`config.mk`:
```
export PLATFORM = sky130hd
export DESIGN_NAME = vertex_xform_stage_flat
export DESIGN_NICKNAME = d
export VERILOG_FILES = /design/src/rtl/vertex_xform_stage_pkg.sv /design/src/rtl/vertex_xform_stage_if.sv /design/src/rtl/vertex_xform_stage_dot.sv /design/src/rtl/vertex_xform_stage.sv /design/src/flat_wrapper.sv
export SDC_FILE = /design/constraint.sdc
export NUM_CORES = 2
export LEC_CHECK = 0
export CAP_MARGIN = 20
export CORE_MARGIN = 5
export CORE_UTILIZATION = 40
export DETAILED_ROUTE_END_ITERATION = 12
export GPL_TIMING_DRIVEN = 0
export SLEW_MARGIN = 20
export SYNTH_ARGS = -nofsm -noshare
export SYNTH_HDL_FRONTEND = slang
export SYNTH_SLANG_ARGS = --single-unit
```
`constraint.sdc`:
```
create_clock -name clk -period 19 [get_ports clk]
set_clock_uncertainty 0.15 [all_clocks]
set_input_delay 4.75 -clock clk [delete_from_list [all_inputs] [get_ports clk]]
set_output_delay 4.75 -clock clk [all_outputs]
set_load 0.01 [all_outputs]
```
`src/rtl/vertex_xform_stage_pkg.sv`:
```
// Shared types for the vertex transform stage: 16-bit words, 4-vectors,
// 4x4 matrices stored row-major (word 4*row+col) and the stage FSM states.
package xform_pkg;
   typedef logic [15:0] word_t;
   typedef word_t [3:0] vec4_t;
   typedef word_t [15:0] mat44_t;
   typedef enum logic [1:0] {IDLE, COMPUTE, HOLD} state_t;

   // Word 15 sits in the MSBs; diagonal words are 0, 5, 10 and 15
   localparam mat44_t MAT_IDENTITY = {16'd1, 64'd0, 16'd1, 64'd0, 16'd1, 64'd0, 16'd1};
endpackage

```
`src/rtl/vertex_xform_stage_if.sv`:
```
// Matrix-load port plus vertex in/out handshakes of the transform stage.
interface vertex_xform_stage_if;
   import xform_pkg::*;

   logic  mat_we;
   logic  [3:0] mat_addr;
   word_t mat_wdata;
   logic  mat_commit;
   logic  in_valid;
   logic  in_ready;
   vec4_t in_vec;
   logic  out_valid;
   logic  out_ready;
   vec4_t out_vec;
   logic  busy;

   modport master (
      output mat_we, mat_addr, mat_wdata, mat_commit, in_valid, in_vec, out_ready,
      input  in_ready, out_valid, out_vec, busy
   );
   modport slave (
      input  mat_we, mat_addr, mat_wdata, mat_commit, in_valid, in_vec, out_ready,
      output in_ready, out_valid, out_vec, busy
   );
endinterface

```
`src/rtl/vertex_xform_stage_dot.sv`:
```
// Combinational 4-element dot product; products truncate to 16 bits and the
// sum wraps modulo 2^16.
module vec4dotvec4
   import xform_pkg::*;
(
   input  vec4_t a,
   input  vec4_t b,
   output word_t y
);
   always_comb begin
      y = '0;
      for (int j = 0; j < 4; j++)
         y = y + word_t'(a[j] * b[j]);
   end
endmodule

```
`src/rtl/vertex_xform_stage.sv`:
```
// Multiplies each accepted vertex by the active 4x4 matrix, one row per cycle,
// with a double-buffered (shadow/active) matrix updated by commit.
module vertex_xform_stage
   import xform_pkg::*;
#(
   parameter bit IDENTITY_ON_RESET = 1'b1
) (
   input logic clk,
   input logic reset,
   vertex_xform_stage_if.slave bus
);
   localparam mat44_t MAT_RST = IDENTITY_ON_RESET ? MAT_IDENTITY : '0;

   state_t     state;
   logic [1:0] row;
   vec4_t      vtx;
   vec4_t      out_q;
   mat44_t     shadow;
   mat44_t     shadow_nx;
   mat44_t     active;
   logic       pending;
   vec4_t      row_b;
   word_t      dot;
   logic       in_xfer;
   logic       out_xfer;
   logic       copy;

   assign bus.in_ready  = (state == IDLE) || ((state == HOLD) && bus.out_ready);
   assign bus.out_valid = (state == HOLD);
   assign bus.busy      = (state != IDLE) || pending;
   assign bus.out_vec   = out_q;

   assign in_xfer  = bus.in_valid && bus.in_ready;
   assign out_xfer = bus.out_valid && bus.out_ready;
   // The copy is held off while a vertex is mid-row so it sees one matrix
   assign copy     = pending && (state != COMPUTE);

   // A write landing on the copy edge is bypassed into the copied matrix
   always_comb begin
      shadow_nx = shadow;
      if (bus.mat_we)
         shadow_nx[bus.mat_addr] = bus.mat_wdata;
   end

   assign row_b = active[{row, 2'b00} +: 4];

   vec4dotvec4 u_dot (
      .a (vtx),
      .b (row_b),
      .y (dot)
   );

   always_ff @(posedge clk) begin
      if (reset) begin
         state   <= IDLE;
         row     <= 2'd0;
         vtx     <= '0;
         out_q   <= '0;
         pending <= 1'b0;
         shadow  <= MAT_RST;
         active  <= MAT_RST;
      end else begin
         shadow  <= shadow_nx;
         if (copy)
            active <= shadow_nx;
         pending <= copy ? 1'b0 : (pending || bus.mat_commit);

         case (state)
            IDLE: begin
               if (in_xfer) begin
                  vtx   <= bus.in_vec;
                  row   <= 2'd0;
                  state <= COMPUTE;
               end
            end
            COMPUTE: begin
               out_q[row] <= dot;
               row        <= row + 2'd1;
               if (row == 2'd3)
                  state <= HOLD;
            end
            HOLD: begin
               if (out_xfer) begin
                  if (in_xfer) begin
                     vtx   <= bus.in_vec;
                     row   <= 2'd0;
                     state <= COMPUTE;
                  end else begin
                     state <= IDLE;
                  end
               end
            end
            default: state <= IDLE;
         endcase
      end
   end
endmodule
```
`src/flat_wrapper.sv`:
```
// flat-port wrapper written by rule: the top's interface ports become plain ports
module vertex_xform_stage_flat import xform_pkg::*;
#(
   parameter bit IDENTITY_ON_RESET = 1'b1
)
  (clk, reset, bus_mat_we, bus_mat_addr, bus_mat_wdata, bus_mat_commit, bus_in_valid, bus_in_vec, bus_out_ready, bus_in_ready, bus_out_valid, bus_out_vec, bus_busy);
  vertex_xform_stage_if bus_i ();
  input logic clk;
  input logic reset;
  input wire logic [$bits(bus_i.mat_we)-1:0] bus_mat_we;
  input wire logic [$bits(bus_i.mat_addr)-1:0] bus_mat_addr;
  input wire logic [$bits(bus_i.mat_wdata)-1:0] bus_mat_wdata;
  input wire logic [$bits(bus_i.mat_commit)-1:0] bus_mat_commit;
  input wire logic [$bits(bus_i.in_valid)-1:0] bus_in_valid;
  input wire logic [$bits(bus_i.in_vec)-1:0] bus_in_vec;
  input wire logic [$bits(bus_i.out_ready)-1:0] bus_out_ready;
  output wire logic [$bits(bus_i.in_ready)-1:0] bus_in_ready;
  output wire logic [$bits(bus_i.out_valid)-1:0] bus_out_valid;
  output wire logic [$bits(bus_i.out_vec)-1:0] bus_out_vec;
  output wire logic [$bits(bus_i.busy)-1:0] bus_busy;
  assign bus_i.mat_we = bus_mat_we;
  assign bus_i.mat_addr = bus_mat_addr;
  assign bus_i.mat_wdata = bus_mat_wdata;
  assign bus_i.mat_commit = bus_mat_commit;
  assign bus_i.in_valid = bus_in_valid;
  assign bus_i.in_vec = bus_in_vec;
  assign bus_i.out_ready = bus_out_ready;
  assign bus_in_ready = bus_i.in_ready;
  assign bus_out_valid = bus_i.out_valid;
  assign bus_out_vec = bus_i.out_vec;
  assign bus_busy = bus_i.busy;
  vertex_xform_stage #(.IDENTITY_ON_RESET(IDENTITY_ON_RESET)) u_core (.clk(clk), .reset(reset), .bus(bus_i));
endmodule
```
### Yosys cells after proc, flatten, opt, wreduce, memory -nomap -nowiden

Cells that the tools add are included.

* register bits: 645
* output and inout port bits: 67
* logic and storage cells: 112

* $add $sub $neg: 4
* $mul: 4
* order comparisons: 4
* equality and inequality tests: 7
* shift-type cells: 16
* multiplexer cells: 18
* reduce and logical (&&, ||, !) cells: 16

Operators with widths (number)
* $bwmux W256: 1
* $mux W256: 1
* $shiftx A16 B5 Y4: 16
* $mux W64: 2
* $pmux W64 S2: 1
* $bwmux W64: 1
* $demux W16 S4: 1
* $mul A16 B16 Y16: 4
* $add A16 B16 Y16: 3
* $demux W16 S2: 1
* $mux W16: 2
* $pmux W2 S3: 2
* $mux W2: 5
* $ne A2 B1 Y1 const B: 4
* $logic_and A1 B1 Y1: 5
* $lt A4 B5 Y1 const B: 1
* $eq A2 B2 Y1 const B: 2
* $ge A4 B1 Y1 const B: 1
* $reduce_and A2 Y1: 2
* $reduce_bool A2 Y1: 2
* $logic_or A1 B1 Y1: 3
* $lt A2 B3 Y1 const B: 1
* $reduce_and A3 Y1: 1
* $reduce_bool A3 Y1: 1
* 6 further kinds: 6

### Depth between registers and ports, before layout

* word-level depth: 7
* mapped depth: 37
* depth with buffers taken out: 33

### Cells and area by module

Synthesis repeated with hierarchy kept, for this count alone.

* cell total of the unflattened synthesis: 5030
* area, all modules: 45014.4 um^2

By module, submodules not included
* vertex_xform_stage: times used 1, cells an instance 3188, area an instance 28692.5 um^2, sequential area each 12912.4 um^2
* vec4dotvec4: times used 1, cells an instance 1842, area an instance 16321.9 um^2, sequential area each 0.0 um^2

### Least setup slack after synthesis

OpenSTA, ideal clock, no wires.

* path kind: input -> output
* from: input bus_out_ready
* to: output bus_in_ready
* data arrival time: 5.060 ns
* setup slack: 9.040 ns
* stages: 2
* buffers on the path: 0
* cells stage by stage: inv_1 > a21oi_1

* cells in the longest elaborated chain, start to end: 2

Ends and longest elaborated chain
* start: declaration: RTL line flat_wrapper.sv:16 `input wire logic [$bits(bus_i.out_ready)-1:0] bus_out_ready;`
* $logic_and A1 B1 Y1: RTL line vertex_xform_stage.sv:28 `assign bus.in_ready = (state == IDLE) || ((state == HOLD) && bus.out_ready);`
* $logic_or A1 B1 Y1: RTL line vertex_xform_stage.sv:28
* end: declaration: RTL line flat_wrapper.sv:17 `output wire logic [$bits(bus_i.in_ready)-1:0] bus_in_ready;`

No other way between the ends.

### Final worst setup path

Same ends and word-level chain as after synthesis.

==> impl_results.md <==
* Worst Hold Class: reg2reg
* Critical path type: in2out
* Total GRT Usage at 0.254
* Wire per inst at 22.9 um
* Row count at 115
* Final Max Slew Viols at 0
* CP Launch Point: bus_out_ready
* Die height at around 320 um
* EDFF count, synth at 0
* Placed inst area at roughly 42000 sq um
* Worst R2R Start: u_core.row[0]
* Status: finished, final reports clean
* Ports at ~160
* Post-synth cell types at 46
* Final min period at approximately 11 ns
* Global-route wire length before repair at 197 mm
* Setup violators final at 0
* DP HPWL at 104 mm
* Vias in the first global route at roughly 31000
* Most frequent CP cell: clkdlybuf4s50_1
* Worst-case clock buffer depth at 3
* Post-route insts no fill at between 5000 and 6000
* Worst setup SP type: input port
* Via count at about 31000
* Peak VDD IR at 73.3 uV
* Max Cap Viol at 0
* Most common cell after layout, fill and taps aside: nand2_1
* Dpl ws at roughly 7.6 ns
* Post-route worst setup slack at roughly 7.6 ns
* PwrDens at 87.0 nW/um^2
* Buf/Inv on CP at 3
* Port bufs at around 140
* Setup TNS at 0 ns
* Post-route ant nets at 0
* Routed wire length at approximately 130 mm
* DR pass1 iterations at 6
* H-tree Lvls at 3
* Final Instance Area at roughly 45000 sq um
* Critical Path Sink: bus_in_ready
* Top FF cell, synth: dfxtp_1
* Synth Register Bits at approximately 650
* Largest net degree at the start of global routing at 14
* Max incr delay on CP at roughly 0.68 ns
* CTS tree: yes
* Most frequent cells in the layout: nand2_1 (1064), dfxtp_1 (645), inv_1 (543)
* DRC viols at 0
* Max Freq at about 0.087 GHz
* Final worst-path cycle share at 0.602
* Post-CTS sizing at 0
* CP Capture Type: output port
* Nets at just over 5000
* Syn nets at 4954
* Via-to-Cell Ratio at roughly 5.3
* Syn_area_per_cell at 9.16 sq um
* Layout cell share with drive strength beyond 1 at 0.0436
* Synth top area share at 0.328
* Yosys top cell by area: dfxtp_1
* Synthesized instance count at around 4300
* Chip width at ~320 um
* Dpl cells at ~5700
* Crit path max-delay cell type: clkdlybuf4s50_1
* Starting DRT DRC Count at 2776
* Clock sinks at approximately 650
* Leakage at between 0.015 and 0.02 uW
* Synth warn at 0
* Post-CTS Setup Inserts at 0
* CP arrival at 6.54 ns
* Worst-path cell chain: clkdlybuf4s50_1, inv_1, a21oi_1, clkdlybuf4s50_1
* Worst Reg-to-Reg Cells at 36
* CTS buffer count at between 70 and 80
* Starting Density at 0.401
* Final Hold Fails at 0
* WHS at just over 0.3 ns
* Hold-fix buffers, CTS at 0
* Slew @ Worst Pin at ~1.3 ns
* Syn Std Cell Area at approximately 39000 sq um
* Max-Slew Margin vs Limit at 0.163
* FFs w/ async S/R, synth at 0
* Critical Path Fanout Max at 3
* Worst-path clk slew at about 0.060 ns
* Flop-to-flop setup slack at between 7 and 8 ns
* Root Driver: clkbuf_16
* Initial antenna violation count at 2
* Layout area overhead at 14.1%
* Total core area at 98000 sq um
* Unrepaired setup endpoints after global routing: no
* RePlAce Congestion at approximately 0.95
* Die area at between 100000 and 150000 sq um
* Critical Path RT at about 14 ns
* Largest cells by area after synthesis: dfxtp_1 (33%), fa_1 (20%), nand2_1 (10%)
* Total congestion overflow at 0
* Clock Latency Late Sink at between 0.6 and 0.7 ns
* Reg2reg end: u_core.bus.out_vec[63]
* Sequential area share after synthesis at 0.328
* Delay-heaviest family, CP: buffers and inverters
* Critical path depth at 4
-- metal layers --
layer | vias up | track usage | wire (um)
met1 | 15500 | 0.338 | 55500
met5 | - | 0 | 0
met4 | 0 | 0.105 | 6620
met2 | 1168 | 0.417 | 62000
met3 | 275 | 0.0380 | 9710
li1 | 14000 | - | -
-- cell families (layout without fill, tap and decap cells) --
family	Yosys count	after routing	synth area share
AOI/OAI and AO/OA	663	663	0.110
adders and majority gates	573	573	0.257
DFF	645	645	0.328
muxes	71	71	0.0392
other	0	1	0
xor gates and xnor gates	133	133	0.0318
buffers and inverters	809	1083	0.0806
and+or+nand+nor	1397	1397	0.153
-- tightest hold or removal path: cells and delay by family (launching register included) --
family,cells,cell delay (ns)
AO/OA/AOI/OAI,1,0.05
AND/OR/NAND/NOR,1,0.05
flip-flops,1,0.31
-- how the worst min path moves through the flow --
stage,start,end,cells after the start
after detailed placement,u_core.bus.out_vec[42],u_core.bus.out_vec[42],2
after CTS,u_core.bus.out_vec[10],u_core.bus.out_vec[10],2
final,u_core.vtx[31],u_core.vtx[31],2
after global routing,u_core.bus.out_vec[7],u_core.bus.out_vec[7],2
after global placement,u_core.vtx[31],u_core.vtx[31],2
after floorplan,u_core.vtx[31],u_core.vtx[31],2
-- final cells by class --
cell class                      instances  area (sq um)
Fill cell                            9569         53200
Multi-Input combinational cell       2837         23200
Sequential cell                       645         12900
Clock buffer                          106          2110
Inverter                              543          2040
Tap cell                             1287          1610
Timing Repair Buffer                  141          1410
Buffer                                266          1140
Clock inverter                         27           380
Antenna cell                            1          2.50
-- state kept, by name, summed over array words and instances, names as in the netlist --
signal and flops:
u_core.active 256, u_core.shadow 256, u_core.bus.out_vec 64, u_core.vtx 64
u_core.row 2, u_core.state 2, u_core.pending 1
-- cell usage after synthesis, types with 18 or more instances --
library cell     n
nor2_1          25
nor2b_1         43
ha_1           183
buf_1           18
and2_1         224
xor2_1          23
mux4_2          44
nand2_1       1064
o22a_1         252
fa_1           390
a21oi_1        385
inv_1          543
xnor2_1        103
dfxtp_1        645
clkbuf_1       228
-- per-stage QoR --
step                total power [uW]   util
floorplan                       2060      -
global placement                2440  0.432
finish                          3900  0.458
detailed placement              2450  0.432
global route                    4060  0.457
CTS                             3910  0.457
-- where the power goes --
group	switching (uW)	leakage [uW]	internal [uW]
clock	618	0.00121	852
sequential	51.7	0.00525	1420
combinational	621	0.0129	338
total	1290	0.0193	2610
Power figures use the tool's default switching activity.
